===== src/rtl/rst_sequencer.sv =====
// rst_sequencer
//   Filters the PLL lock indication, holds every reset domain asserted for a
//   fixed time, then releases NUM_CH domains one after another in index order.
//   Loss of lock or a software reset request drops everything back to reset.
//
// Ports
//   i_sys_clk        system clock, rising edge
//   i_sys_rst_n      synchronous active-low reset, highest priority
//   i_pll_locked     PLL lock, asynchronous; double-flopped internally
//   i_sw_rst         software reset request, level, synchronous
//   o_rst            per-domain active-high reset (registered)
//   o_ready          high only in S_RUN (registered)
//   o_state          state register: 0 WAIT_LOCK, 1 HOLD, 2 RELEASE, 3 RUN
//   o_lock_loss_cnt  saturating count of lock-loss aborts
//
// Build option
//   RST_SEQ_LOCK_CNT_EN  when defined, o_lock_loss_cnt counts aborts caused by
//                        loss of synced lock; otherwise it is tied to zero.
module rst_sequencer #(
  parameter int NUM_CH         = 4,
  parameter int LOCK_FILT      = 8,
  parameter int HOLD_CYCLES    = 25,
  parameter int STAGGER_CYCLES = 16,
  parameter int CNT_W          = 16
) (
  input  logic              i_sys_clk,
  input  logic              i_sys_rst_n,
  input  logic              i_pll_locked,
  input  logic              i_sw_rst,
  output logic [NUM_CH-1:0] o_rst,
  output logic              o_ready,
  output logic [1:0]        o_state,
  output logic [CNT_W-1:0]  o_lock_loss_cnt
);

  localparam int MAX_AB = (LOCK_FILT > HOLD_CYCLES) ? LOCK_FILT : HOLD_CYCLES;
  localparam int MAX_C  = (MAX_AB > STAGGER_CYCLES) ? MAX_AB : STAGGER_CYCLES;
  localparam int CW     = $clog2(MAX_C + 1);
  localparam int IDX_W  = (NUM_CH > 1) ? $clog2(NUM_CH) : 1;

  typedef enum logic [1:0] {
    S_WAIT_LOCK = 2'd0,
    S_HOLD      = 2'd1,
    S_RELEASE   = 2'd2,
    S_RUN       = 2'd3
  } state_e;

  state_e             state_q, state_d;
  logic [1:0]         sync_q;
  logic [CW-1:0]      cnt_q, cnt_d;
  logic [IDX_W-1:0]   idx_q, idx_d;
  logic [NUM_CH-1:0]  rst_q, rst_d;
  logic               ready_q, ready_d;
  logic               lock_s;
  logic               abort;

  assign lock_s = sync_q[1];
  // Any non-waiting state falls back on lost lock or a software request.
  assign abort  = (state_q != S_WAIT_LOCK) && (!lock_s || i_sw_rst);

  always_comb begin
    state_d = state_q;
    cnt_d   = cnt_q;
    idx_d   = idx_q;
    rst_d   = rst_q;
    ready_d = ready_q;
    case (state_q)
      S_WAIT_LOCK: begin
        rst_d   = '1;
        ready_d = 1'b0;
        idx_d   = '0;
        if (!lock_s || i_sw_rst) begin
          cnt_d = '0;
        end else if (cnt_q == CW'(LOCK_FILT - 1)) begin
          state_d = S_HOLD;
          cnt_d   = '0;
        end else begin
          cnt_d = cnt_q + 1'b1;
        end
      end
      S_HOLD: begin
        if (cnt_q == CW'(HOLD_CYCLES - 1)) begin
          cnt_d    = '0;
          rst_d[0] = 1'b0;
          if (NUM_CH == 1) begin
            state_d = S_RUN;
            ready_d = 1'b1;
          end else begin
            state_d = S_RELEASE;
            idx_d   = IDX_W'(1);
          end
        end else begin
          cnt_d = cnt_q + 1'b1;
        end
      end
      S_RELEASE: begin
        if (cnt_q == CW'(STAGGER_CYCLES - 1)) begin
          cnt_d = '0;
          // Clearing via mask keeps released channels released.
          rst_d = rst_q & ~(NUM_CH'(1) << idx_q);
          if (idx_q == IDX_W'(NUM_CH - 1)) begin
            state_d = S_RUN;
            ready_d = 1'b1;
            idx_d   = '0;
          end else begin
            idx_d = idx_q + 1'b1;
          end
        end else begin
          cnt_d = cnt_q + 1'b1;
        end
      end
      default: ; // S_RUN: hold outputs until an abort
    endcase
    // Abort overrides any release step or advance decided above.
    if (abort) begin
      state_d = S_WAIT_LOCK;
      cnt_d   = '0;
      idx_d   = '0;
      rst_d   = '1;
      ready_d = 1'b0;
    end
  end

  always_ff @(posedge i_sys_clk) begin
    if (!i_sys_rst_n) begin
      state_q <= S_WAIT_LOCK;
      sync_q  <= '0;
      cnt_q   <= '0;
      idx_q   <= '0;
      rst_q   <= '1;
      ready_q <= 1'b0;
    end else begin
      state_q <= state_d;
      sync_q  <= {sync_q[0], i_pll_locked};
      cnt_q   <= cnt_d;
      idx_q   <= idx_d;
      rst_q   <= rst_d;
      ready_q <= ready_d;
    end
  end

`ifdef RST_SEQ_LOCK_CNT_EN
  logic [CNT_W-1:0] llc_q, llc_d;

  // Lock loss counts once even when a software request coincides.
  always_comb begin
    llc_d = llc_q;
    if (abort && !lock_s && (llc_q != '1)) llc_d = llc_q + 1'b1;
  end

  always_ff @(posedge i_sys_clk) begin
    if (!i_sys_rst_n) llc_q <= '0;
    else              llc_q <= llc_d;
  end

  assign o_lock_loss_cnt = llc_q;
`else
  assign o_lock_loss_cnt = '0;
`endif

  assign o_rst   = rst_q;
  assign o_ready = ready_q;
  assign o_state = state_q;

endmodule


===== config.mk =====
export PLATFORM = sky130hd
export DESIGN_NAME = rst_sequencer
export DESIGN_NICKNAME = d
export VERILOG_FILES = /design/src/rtl/rst_sequencer.sv
export SDC_FILE = /design/constraint.sdc
export NUM_CORES = 1
export LEC_CHECK = 0
export CAP_MARGIN = 0
export CORE_UTILIZATION = 57
export DETAILED_ROUTE_END_ITERATION = 8
export DONT_BUFFER_PORTS = 1
export GPL_ROUTABILITY_DRIVEN = 0
export PLACE_DENSITY = 0.72
export SLEW_MARGIN = 10
export SYNTH_ARGS = -nofsm -noshare
export SYNTH_HDL_FRONTEND = slang
export SYNTH_SLANG_ARGS = --single-unit

===== constraint.sdc =====
create_clock -name i_sys_clk -period 2.35 [get_ports i_sys_clk]
set_input_delay 0.3525 -clock i_sys_clk [delete_from_list [all_inputs] [get_ports i_sys_clk]]
set_output_delay 0.3525 -clock i_sys_clk [all_outputs]
set_load 0.01 [all_outputs]

==> results.sh, run 1 <==
export IMPL_status="finished clean"
export IMPL_coreArea_um2=1745
export IMPL_clock_skew_ps=2.426
export IMPL_ys_seq_elements=16
export IMPL_die_x_um=45.45
export IMPL_path_cells="ha_1 > nand3_1 > inv_1 > ha_2 > inv_1 > a221o_1 > or4_1 > a21oi_1"
export IMPL_powerDensity_nw_per_um2=412.0
export IMPL_slowest_stage="or4_1"
export IMPL_clockPowerShare_pct=32.9
export IMPL_yosysTopAreaCellShare_pct=29.77
export IMPL_synth_edf_count=0
export IMPL_numCtsBuffers=3
export IMPL_timing_critical_path_from="cnt_q[1]"
export IMPL_grt_antenna_before_repair=0
export IMPL_path_class="reg -> reg"
export IMPL_yosysSeqAreaShare_pct=29.77
export IMPL_die_h_um=45.45
export IMPL_power_frac_seq_pct=62.1
export IMPL_hold_buffers=0
export IMPL_clkLatencyLatePin_ps=280
export IMPL_p_sw_share_pct=23.69
export IMPL_postSynthCellCount=122
export IMPL_post_drt_wl_per_cell_um=12.22
export IMPL_remaining_drc_errors=0
export IMPL_crit_path_max_fanout=6
export IMPL_syn_mean_instance_area_um2=8.820
export IMPL_rows=15
export IMPL_p_int_uw=336.3
export IMPL_drive_above_1_share_pct=8.130
export IMPL_cts_clk_slew_worst_paths_ps=90
export IMPL_dp_cells=145
export IMPL_synth_cell_types=36
export IMPL_synth_area_leaders="dfxtp_1 30%, ha_1 15%, buf_4 11%"
export IMPL_grt_pass1_vias=679
export IMPL_crit_arrival_ps=2410
export IMPL_p_comb_share_pct=5.1
export IMPL_final_nets=142
export IMPL_max_stage_delay_ps=490
export IMPL_period_share_pct=93.29
export IMPL_cts_sinks=16
export IMPL_top_layer_used="met4"
export IMPL_cp_required_ps=2570
export IMPL_port_buffers=0
export IMPL_ir_drop_mv=0.2499
export IMPL_cts_setup_buffers=0
export IMPL_min_period_ps=2192
export IMPL_syn_to_final_growth_pct=-0.5810
export IMPL_vias=780
export IMPL_critPathLaunchType="flop"
export IMPL_p_total_uw=440.7
export IMPL_synthArstFlopShare_pct=0
export IMPL_h_tree_depth=1
export IMPL_vias_per_cell=5.270
export IMPL_cap_violations=0
export IMPL_first_pass_iters=4
export IMPL_ios=27
export IMPL_initial_utilization_pct=61.65
export IMPL_p_leak_uw=0.0004139
export IMPL_finalSetupViolCount=0
export IMPL_wl_met2_um=836
export IMPL_drtIter0Drc=10
export IMPL_grt_util_all_layers_pct=19.65
export IMPL_cp_end_kind="flop"
export IMPL_finalHoldViolCount=0
export IMPL_worst_pin_slew_ps=625.9
export IMPL_cts_path_max_buffers=2
export IMPL_synth_largest_area_cell="dfxtp_1"
export IMPL_ys_warn_count=0
export IMPL_grt_first_pass_wirelength_um=2918
export IMPL_hp_start="i_sys_rst_n"
export IMPL_drt_antenna_violating_nets=0
export IMPL_netlist_area_um2=1076
export IMPL_wirelength_um=1808
export IMPL_root_buffer="clkbuf_4"
export IMPL_wl_met1_um=874
export IMPL_worst_hold_path_type="in -> reg"
export IMPL_max_clock_freq_mhz=456.2
export IMPL_instances_no_fill=148
export IMPL_hpwl_um=1407
export IMPL_synth_ff_type="dfxtp_1"
export IMPL_cp_common_cell="inv_1"
export IMPL_switchingPower_uw=104.4
export IMPL_tritoncts="done"
export IMPL_grt_ovfl_total=0
export IMPL_die_area_um2=2066
export IMPL_drv_slew=0
export IMPL_reg2reg_from="cnt_q[1]"
export IMPL_diodes=0
export IMPL_post_route_util_pct=61.29
export IMPL_grt_max_degree=12
export IMPL_slew_headroom_pct=57.99
export IMPL_met3_length_um=78
## registers in the layout, indices dropped and copies added (netlist names)
signal	flops
cnt_q	5
idx_q	2
o_ready	1
o_rst	4
o_state	2
sync_q	2
## final cells by class
class | count | area (um2)
inverters | 10 | 37.54
flip-flops and latches | 16 | 321.6
well taps | 25 | 31.28
repair buffers | 1 | 7.507
multi-input cells | 93 | 649.4
clock buffers | 3 | 22.52
fillers | 165 | 675.6
## routing by layer
layer / up-vias / GRT usage (%)
met3: 4 / 3.175
met4: 0 / 7.273
met2: 24 / 30.29
met5: - / 0
li1: 395 / -
met1: 357 / 27.38
## stage by stage
step / setup WS [ps] / hold slack [ps] / TNS (ps) / area (um2)
finish: 157.8 / 185.0 / 0 / 1070
global route: -4.807 / 173.1 / -4.807 / 1070
CTS: 113.3 / 176.4 / 0 / 1066
detailed placement: 136.1 / 424.7 / 0 / 1044
global placement: 209.6 / 414.3 / 0 / 1044
floorplan: 321.3 / 411.8 / 0 / 1132
## power groups by stage
| stage | Sequential (uW) | Combinational (uW) | Clock [uW] |
|---|---|---|---|
| global placement | 280 | 21.5 | 0 |
| floorplan | 280 | 38.9 | 0 |
| global route | 274 | 24.9 | 164 |
| finish | 274 | 22.3 | 145 |
| detailed placement | 280 | 21.7 | 0 |
| CTS | 274 | 21.8 | 151 |
## layout by cell type, fill, tap and decap left out, types with 3 or more instances in the layout
master    count
a21oi_1       5
a31oi_1       3
clkbuf_4      3
conb_1       16
dfxtp_1      15
ha_1         12
inv_1        10
nand2_1       7
nand3_1       3
nor2_1        3
nor2b_1       4
nor3_1        5
o21ai_0       5
## logic make-up (layout without fill, tap and decap cells)
| logic type | count (synthesis) | in the layout | synth area share (%) |
|---|---|---|---|
| simple gates | 35 | 35 | 20.47 |
| buf+inv | 28 | 14 | 15.35 |
| compound gates | 25 | 25 | 15.46 |
| flops | 16 | 16 | 29.77 |
| fa+ha+maj | 13 | 13 | 15.12 |
| xor+xnor | 2 | 2 | 1.628 |
| mux | 2 | 2 | 1.861 |
| other cells | 1 | 16 | 0.3485 |
## Yosys cell counts (2+ instances only)
library cell,instances
buf_4,16
dfxtp_1,16
ha_1,13
inv_1,10
nand2_1,7
a21oi_1,5
nor3_1,5
o21ai_0,5
nor2b_1,4
a31oi_1,3
nand3_1,3
nor2_1,3
a21boi_0,2
and2_1,2
clkbuf_1,2
mux2i_1,2
nand4b_1,2
o21a_1,2
or4_1,2
xor2_1,2
## timing repair
item,CTS,global route
hold endpoints to repair,0,0
endpoints found under the setup margin,0,1
gates resized for setup,0,2
## worst max-delay path: cells and delay by family, from the launching register on
kind            cells  cell delay, ps
simple gates        2             610
compound gates      2             540
fa+ha+maj           2             420
flops               1             380
buf+inv             2             150
## final timing paths
check               endpoint  slack [ps]  depth (start not counted)
hold / removal     sync_q[1]         190                          1
setup reg to reg  o_state[0]         160                          8
hold reg to reg    sync_q[1]         450                          1
setup / recovery  o_state[0]         160                          8
(Power assumes the default switching activity.)
==> run 2, diff against run 1 <==
--- a/config.mk
+++ b/config.mk
@@ -10,6 +10,7 @@
 export DETAILED_ROUTE_END_ITERATION = 8
 export DONT_BUFFER_PORTS = 1
 export GPL_ROUTABILITY_DRIVEN = 0
+export HOLD_SLACK_MARGIN = 0.05
 export PLACE_DENSITY = 0.72
 export SLEW_MARGIN = 10
 export SYNTH_ARGS = -nofsm -noshare
==> results of run 2 <==
No change in the layout: final DEF, timing and power equal those of run 1.
